<file path="config.mk">
export PLATFORM = sky130hd
export DESIGN_NAME = pipelined_adder
export DESIGN_NICKNAME = d
export VERILOG_FILES = /design/src/rtl/pipelined_adder.sv
export SDC_FILE = /design/constraint.sdc
export NUM_CORES = 1
export LEC_CHECK = 0
export CORE_AREA = 2 2 140 128
export DETAILED_ROUTE_END_ITERATION = 8
export DIE_AREA = 0 0 142 130
export PLACE_DENSITY = 0.69
export SYNTH_ARGS = -nofsm -noshare
export SYNTH_HDL_FRONTEND = slang
export SYNTH_SLANG_ARGS = --single-unit
</file>
<file path="constraint.sdc">
create_clock -name clk -period 2.5 [get_ports clk]
set_input_delay 0.5 -clock clk [delete_from_list [all_inputs] [get_ports clk]]
set_output_delay 0.5 -clock clk [all_outputs]
set_load 0.02 [all_outputs]
</file>
<file path="src/rtl/pipelined_adder.sv">
// Pipelined ripple-carry adder/subtractor: WIDTH bits split into STAGES carry-chained
// slices, one slice per register stage, with valid/ready flow control and bubble collapse.
module pipelined_adder #(
   parameter int WIDTH  = 32,
   parameter int STAGES = 4
) (
   input  logic             clk,
   input  logic             rst_n,
   input  logic             in_valid,
   output logic             in_ready,
   input  logic [WIDTH-1:0] a,
   input  logic [WIDTH-1:0] b,
   input  logic             cin,
   input  logic             sub,
   output logic             out_valid,
   input  logic             out_ready,
   output logic [WIDTH-1:0] sum,
   output logic             cout,
   output logic             ovf
);

   localparam int SW  = WIDTH / STAGES;
   localparam int OPS = (STAGES > 1) ? STAGES - 1 : 1;

   // Handshake: a beat transfers on any edge where valid && ready; valid never waits on
   // ready, and a stage's ready is combinational from everything downstream of it.
   logic [STAGES-1:0] valid;
   logic [STAGES:0]   rdy;
   logic [STAGES:0]   up_valid;
   logic [STAGES-1:0] load;
   logic [STAGES-1:0] leave;

   logic [WIDTH-1:0]  a_r     [OPS];
   logic [WIDTH-1:0]  b_r     [OPS];
   logic [WIDTH-1:0]  sum_r   [STAGES];
   logic [STAGES-1:0] carry_r;
   logic              ovf_r;

   logic [WIDTH-1:0]  src_a   [STAGES];
   logic [WIDTH-1:0]  src_b   [STAGES];
   logic [WIDTH-1:0]  src_s   [STAGES];
   logic [WIDTH-1:0]  nxt_sum [STAGES];
   logic [SW:0]       slice   [STAGES];
   logic [STAGES-1:0] src_c;
   logic [STAGES-1:0] nxt_c;
   logic              nxt_ovf;

   always_comb begin
      up_valid     = {valid, in_valid};
      rdy          = '0;
      rdy[STAGES]  = out_ready;
      for (int k = STAGES - 1; k >= 0; k--) begin
         rdy[k] = !valid[k] || rdy[k+1];
      end
      load  = up_valid[STAGES-1:0] & rdy[STAGES-1:0];
      leave = valid & rdy[STAGES:1];
   end

   assign in_ready = rdy[0];

   // Stage 0 sources come from the ports (b pre-inverted for subtract); later stages
   // read the operands and partial sum carried forward by the previous stage.
   always_comb begin
      src_a[0] = a;
      src_b[0] = sub ? ~b : b;
      src_c[0] = sub | cin;
      src_s[0] = '0;
      for (int k = 1; k < STAGES; k++) begin
         src_a[k] = a_r[k-1];
         src_b[k] = b_r[k-1];
         src_c[k] = carry_r[k-1];
         src_s[k] = sum_r[k-1];
      end
      for (int k = 0; k < STAGES; k++) begin
         slice[k] = {1'b0, src_a[k][k*SW +: SW]} + {1'b0, src_b[k][k*SW +: SW]}
                  + {{SW{1'b0}}, src_c[k]};
         nxt_sum[k]             = src_s[k];
         nxt_sum[k][k*SW +: SW] = slice[k][SW-1:0];
         nxt_c[k]               = slice[k][SW];
      end
      nxt_ovf = src_a[STAGES-1][WIDTH-1] ^ src_b[STAGES-1][WIDTH-1]
              ^ nxt_sum[STAGES-1][WIDTH-1] ^ nxt_c[STAGES-1];
   end

   always_ff @(posedge clk or negedge rst_n) begin
      if (!rst_n) begin
         valid   <= '0;
         carry_r <= '0;
         ovf_r   <= 1'b0;
         for (int k = 0; k < STAGES; k++) begin
            sum_r[k] <= '0;
         end
         for (int k = 0; k < OPS; k++) begin
            a_r[k] <= '0;
            b_r[k] <= '0;
         end
      end else begin
         valid <= load | (valid & ~leave);
         for (int k = 0; k < STAGES; k++) begin
            if (load[k]) begin
               sum_r[k]   <= nxt_sum[k];
               carry_r[k] <= nxt_c[k];
            end
         end
         for (int k = 0; k < STAGES - 1; k++) begin
            if (load[k]) begin
               a_r[k] <= src_a[k];
               b_r[k] <= src_b[k];
            end
         end
         if (load[STAGES-1]) begin
            ovf_r <= nxt_ovf;
         end
      end
   end

   assign out_valid = valid[STAGES-1];
   assign sum       = sum_r[STAGES-1];
   assign cout      = carry_r[STAGES-1];
   assign ovf       = ovf_r;

endmodule

</file>
After elaboration in Yosys (flattened, before gate mapping) --
Index checks and enable logic that the tools add are counted.
Storage, ports and cells: output and inout port bits 36, memories kept 0, flip-flop bits (word level) 281, latch bits 0, bits in read-only memories 0, RAM bits 0
Operators by class: div/mod/pow operators 0, multipliers 0, multiplexer cells 1, equal/unequal tests 0, reductions and logical operators 8, bitwise gates (word level) 10, shifts and indexed selects 0, $lt $le $gt $ge 0, $add $sub $neg 8
Operators by type and width (count):
- 8-bit by 8-bit adder with 9-bit output | 4
- 9-bit by 1-bit adder with 9-bit output | 4
- 32-bit 2-to-1 mux | 1
- 32-bit inverter | 1
- 4-bit AND | 3
- 1-bit zero test | 4
- 1-bit logical OR | 4
- 4-bit inverter | 1
- 4-bit bitwise OR | 1
- 1-bit XOR | 3
- 1-bit bitwise OR | 1

Logic depth before layout (Yosys ltp) --
depth in word-level cells 8, gate-level depth with buffers 11, gate-level depth less buffers 9

Worst setup path before layout --
Ideal clock, no wire load.
kind input-to-reg, start in sub, end reg sum_r, in the netlist nxt_sum[70], cell stages on the path 11, data arrival time 2.826 ns, setup time 0.120 ns, setup slack -0.446 ns, required time 2.380 ns, path buffers 2, cell sequence clkbuf_1 -> buf_2 -> or2_2 -> fa_1 -> inv_1 -> fa_1 -> nor2b_4 -> o31a_1 -> o21a_1 -> or3_1 -> a31o_2
Between the ends: longest elaborated chain between the ends 3, elaborated cells between the ends (all ways) 4
RTL lines:
- from (decl) | RTL line 14 | input logic sub,
- 32-bit 2-to-1 mux | RTL line 65 | src_b[0] = sub ? ~b : b;
- 8-bit by 8-bit adder with 9-bit output | RTL line 75 | slice[k] = {1'b0, src_a[k][k*SW +: SW]} + {1'b0, src_b[k][k*SW +: SW]}
- 9-bit by 1-bit adder with 9-bit output * | RTL line 76 | + {{SW{1'b0}}, src_c[k]};
- to (signal, indexed assignment) | RTL line 101 | sum_r[k] <= nxt_sum[k];
- to (decl) | RTL line 35 | logic [WIDTH-1:0] sum_r [STAGES];
Mark *: on every way between the ends. The rest lies on a longest branch, timed or not. A chain may end at the register's enable or synchronous reset.

Worst setup path in the final report --
start in out_ready, end out in_ready
Between the ends: longest elaborated chain between the ends 4
RTL lines:
- from (decl) | RTL line 16 | input logic out_ready,
- 1-bit logical OR (4 in a row) | RTL line 53 | rdy[k] = !valid[k] || rdy[k+1];
- to (decl) | RTL line 10 | output logic in_ready,
Every way passes these cells.

==> results.sh <==
export IMPL_post_synth_num_cell_types=39
export IMPL_grt_setup_unrepaired="no"
export IMPL_setup_viol=0
export IMPL_end_kind="output port"
export IMPL_worst_pin_slew_ps=607
export IMPL_met1_length_mm=8.05
export IMPL_numCtsBuffers=17
export IMPL_cts_path_max_buffers=2
export IMPL_drive_above_1_share_pct=20.8
export IMPL_synth_edf_count=0
export IMPL_max_freq_mhz=412
export IMPL_maxCapViolations=0
export IMPL_fp_dieW_microns=142
export IMPL_cts_tree="done"
export IMPL_pwr_share_seq_pct=41.5
export IMPL_clock_root_buffer="clkbuf_16"
export IMPL_vias=5417
export IMPL_die_area_sq_um=18500
export IMPL_dp_cells=1019
export IMPL_synth_simple_gate_area_share_pct=8.52
export IMPL_worstPathRequired_ps=2000
export IMPL_area_growth_syn_to_layout_pct=24.9
export IMPL_dr_pass1_iters=4
export IMPL_status="finished, final reports clean"
export IMPL_fin_crit_ps=2430
export IMPL_final_nets=928
export IMPL_finClkSkew_ps=13.1
export IMPL_fin_cells=1051
export IMPL_cp_max_fo=3
export IMPL_yosysTopAreaCell="dfrtp_1"
export IMPL_io_pins=106
export IMPL_synthesis_area_sq_um=8360
export IMPL_synth_most_common_cell="dfrtp_1"
export IMPL_intPower_mw=7.49
export IMPL_netlist_area_leader_share_pct=55.4
export IMPL_ys_flop_type="dfrtp_1"
export IMPL_synth_top_family_by_area="multiplexers"
export IMPL_gp_routability_congestion=0.850
export IMPL_yosysWarnings=0
export IMPL_cts_max_level=4
export IMPL_grtUsageTotal_pct=19.5
export IMPL_syn_num_nets=813
export IMPL_first_global_vias=5701
export IMPL_fp_row_count=46
export IMPL_hold_viol=0
export IMPL_max_vdd_ir_drop_mv=0.537
export IMPL_ys_seq_elements=185
export IMPL_synth_async_reset_ratio_pct=100
export IMPL_slew_violations=0
export IMPL_antenna_found_initial=0
export IMPL_total_power_mw=11.1
export IMPL_pwr_share_comb_pct=35.0
export IMPL_start_kind="input port"
export IMPL_post_place_ws_ps=-499
export IMPL_grt_max_degree=67
export IMPL_p_switching_mw=3.63
export IMPL_num_antenna_cells=0
export IMPL_route_met3_wl_microns=652
export IMPL_arrival_ps=1930
export IMPL_netlist_top_cells_count="185 x dfrtp_1, 135 x nand2_1, 101 x mux2_2"
export IMPL_port_buffers=105
export IMPL_synthCells=707
export IMPL_synth_xor_area_share_pct=5.03
export IMPL_synth_compound_area_share_pct=8.53
export IMPL_critPathKind="input port to output port"
export IMPL_synth_area_leaders="dfrtp_1 55%, mux2_2 14%, nand2_1 6.1%"
export IMPL_holdWs_ps=65.8
export IMPL_power_share_clock_pct=23.6
export IMPL_post_dp_hpwl_mm=11.7
export IMPL_core_area_sq_um=17200
export IMPL_topRoutingLayerUsed="met4"
export IMPL_yosysSeqAreaShare_pct=55.4
export IMPL_utilization_pct=60.7
export IMPL_routedWlPerCell_microns=15.8
export IMPL_swShare_pct=32.6
export IMPL_leakagePower_nw=4.74
export IMPL_cts_num_sinks=185
export IMPL_avgSynthCellArea_sq_um=11.8
export IMPL_grt_pass1_wl_mm=28.3
export IMPL_wl_met2_mm=7.80
export IMPL_maxSlewHeadroom_pct=59.5
export IMPL_postCtsSetupBuffers=0
export IMPL_p_per_area_nw_per_um2=1070
export IMPL_cts_clk_slew_worst_paths_ps=70
export IMPL_drc_errors=0
export IMPL_start_util_pct=48.6
export IMPL_synth_fa_ha_area_share_pct=6.11
export IMPL_finalWorstSetupSlack_ps=74.0
export IMPL_drtIter0Drc=236
export IMPL_overflow=0
export IMPL_detail_route_antenna_nets=0
export IMPL_min_period_over_period_pct=97.0
export IMPL_finalWirelength_mm=16.6
export IMPL_muxShareOfSynthArea_pct=13.8
export IMPL_viasPerCell=5.15
export IMPL_die_h_microns=130
export IMPL_clk_insertion_delay_late_ps=430
export IMPL_hold_class="input port to asynchronous set/reset pin"
## area by class of cell
type                    count  area (sq um)
clock buffers              18           439
clock inverters            14           136
fillers                  1366          6770
inverters                  18          67.6
multi-input cells         473          3560
flip-flops and latches    185          4630
well taps                 216           270
repair buffers            127          1330
## cell usage in the layout (no fill, tap or decap), types with 3 or more instances in the layout
cell type        synthesis  layout
o211ai_1                 4       4
buf_4                    0      13
clkbuf_16                0      17
o21bai_1                 4       4
xor2_1                  18      18
o21a_1                   6       6
dlymetal6s2s_1           0       3
a21oi_1                 16      14
nor2b_1                  4       4
o31ai_1                  6       6
xnor2_1                 30      30
inv_6                    0       5
inv_1                   18      17
clkdlybuf4s50_1          0     100
and3_1                   4       4
buf_12                   0       9
mux2_2                 101     101
o21ai_0                 54      54
clkinv_4                 0       3
nor2_1                   7       7
o31a_1                   3       3
nand4_1                  3       3
fa_1                     8       6
nor3_1                   5       5
dfrtp_1                185     185
a21o_1                   7       7
a211oi_1                 8       8
ha_1                    28      28
nand2_1                135     133
## worst paths after layout
kind / startpoint / end / slack, ps / cells after the start
min: rst_n / nxt_sum[0] / 70 / 1
max: out_ready / in_ready / 70 / 4
max reg2reg: a_r[72] / carry_r[1] / 140 / 7
min reg2reg: a_r[95] / a_r[95] / 480 / 2
min in group clk: a_r[95] / a_r[95] / 480 / 2
max in group asynchronous: rst_n / nxt_sum[47] / 1660 / 2
## power groups by stage
| stage | clock network [mW] | logic [mW] | registers, mW |
|---|---|---|---|
| floorplan | 0 | 2.29 | 4.81 |
| global placement | 0 | 3.77 | 4.62 |
| detailed placement | 0 | 3.89 | 4.67 |
| CTS | 2.67 | 3.92 | 4.63 |
| global route | 2.81 | 4.29 | 4.75 |
| finish | 2.62 | 3.89 | 4.61 |
## sequential cells by signal, indices dropped and copies added (netlist names)
register  count
a_r          48
b_r          48
carry_r       4
nxt_sum      48
ovf           1
sum          32
valid         4
## through the flow
stage,area (sq um),setup TNS (ps)
after detailed placement,9840,-1050
final,10400,0
after global routing,10400,0
after global placement,9840,-884
after CTS,10400,0
after floorplan,8390,-327
## critical path, stage by stage
cell and delay (ps):
clkdlybuf4s50_1 410, nand4b_1 200, or2_1 270, clkdlybuf4s50_1 550
## cells by family (layout without fill, tap and decap cells)
logic type      Yosys count  after routing
buf+inv                  49            177
flops                   185            185
xor+xnor                 48             48
compound gates          117            117
fa+ha+maj                36             36
simple gates            170            170
mux                     102            102
## timing repair
item / in CTS / in global routing
hold endpoints to repair: 0 / 0
resized for setup: 1 / 6
hold buffers: 0 / 0
endpoints found under the setup margin: 1 / 5
pin swaps: 2 / 7
## per-layer routing
layer / GRT usage, % / up-vias
li1: - / 2652
met1: 27.3 / 2659
met2: 31.5 / 96
met3: 4.62 / 10
met4: 4.06 / 0
met5: 0 / -
(Power assumes the default switching activity.)
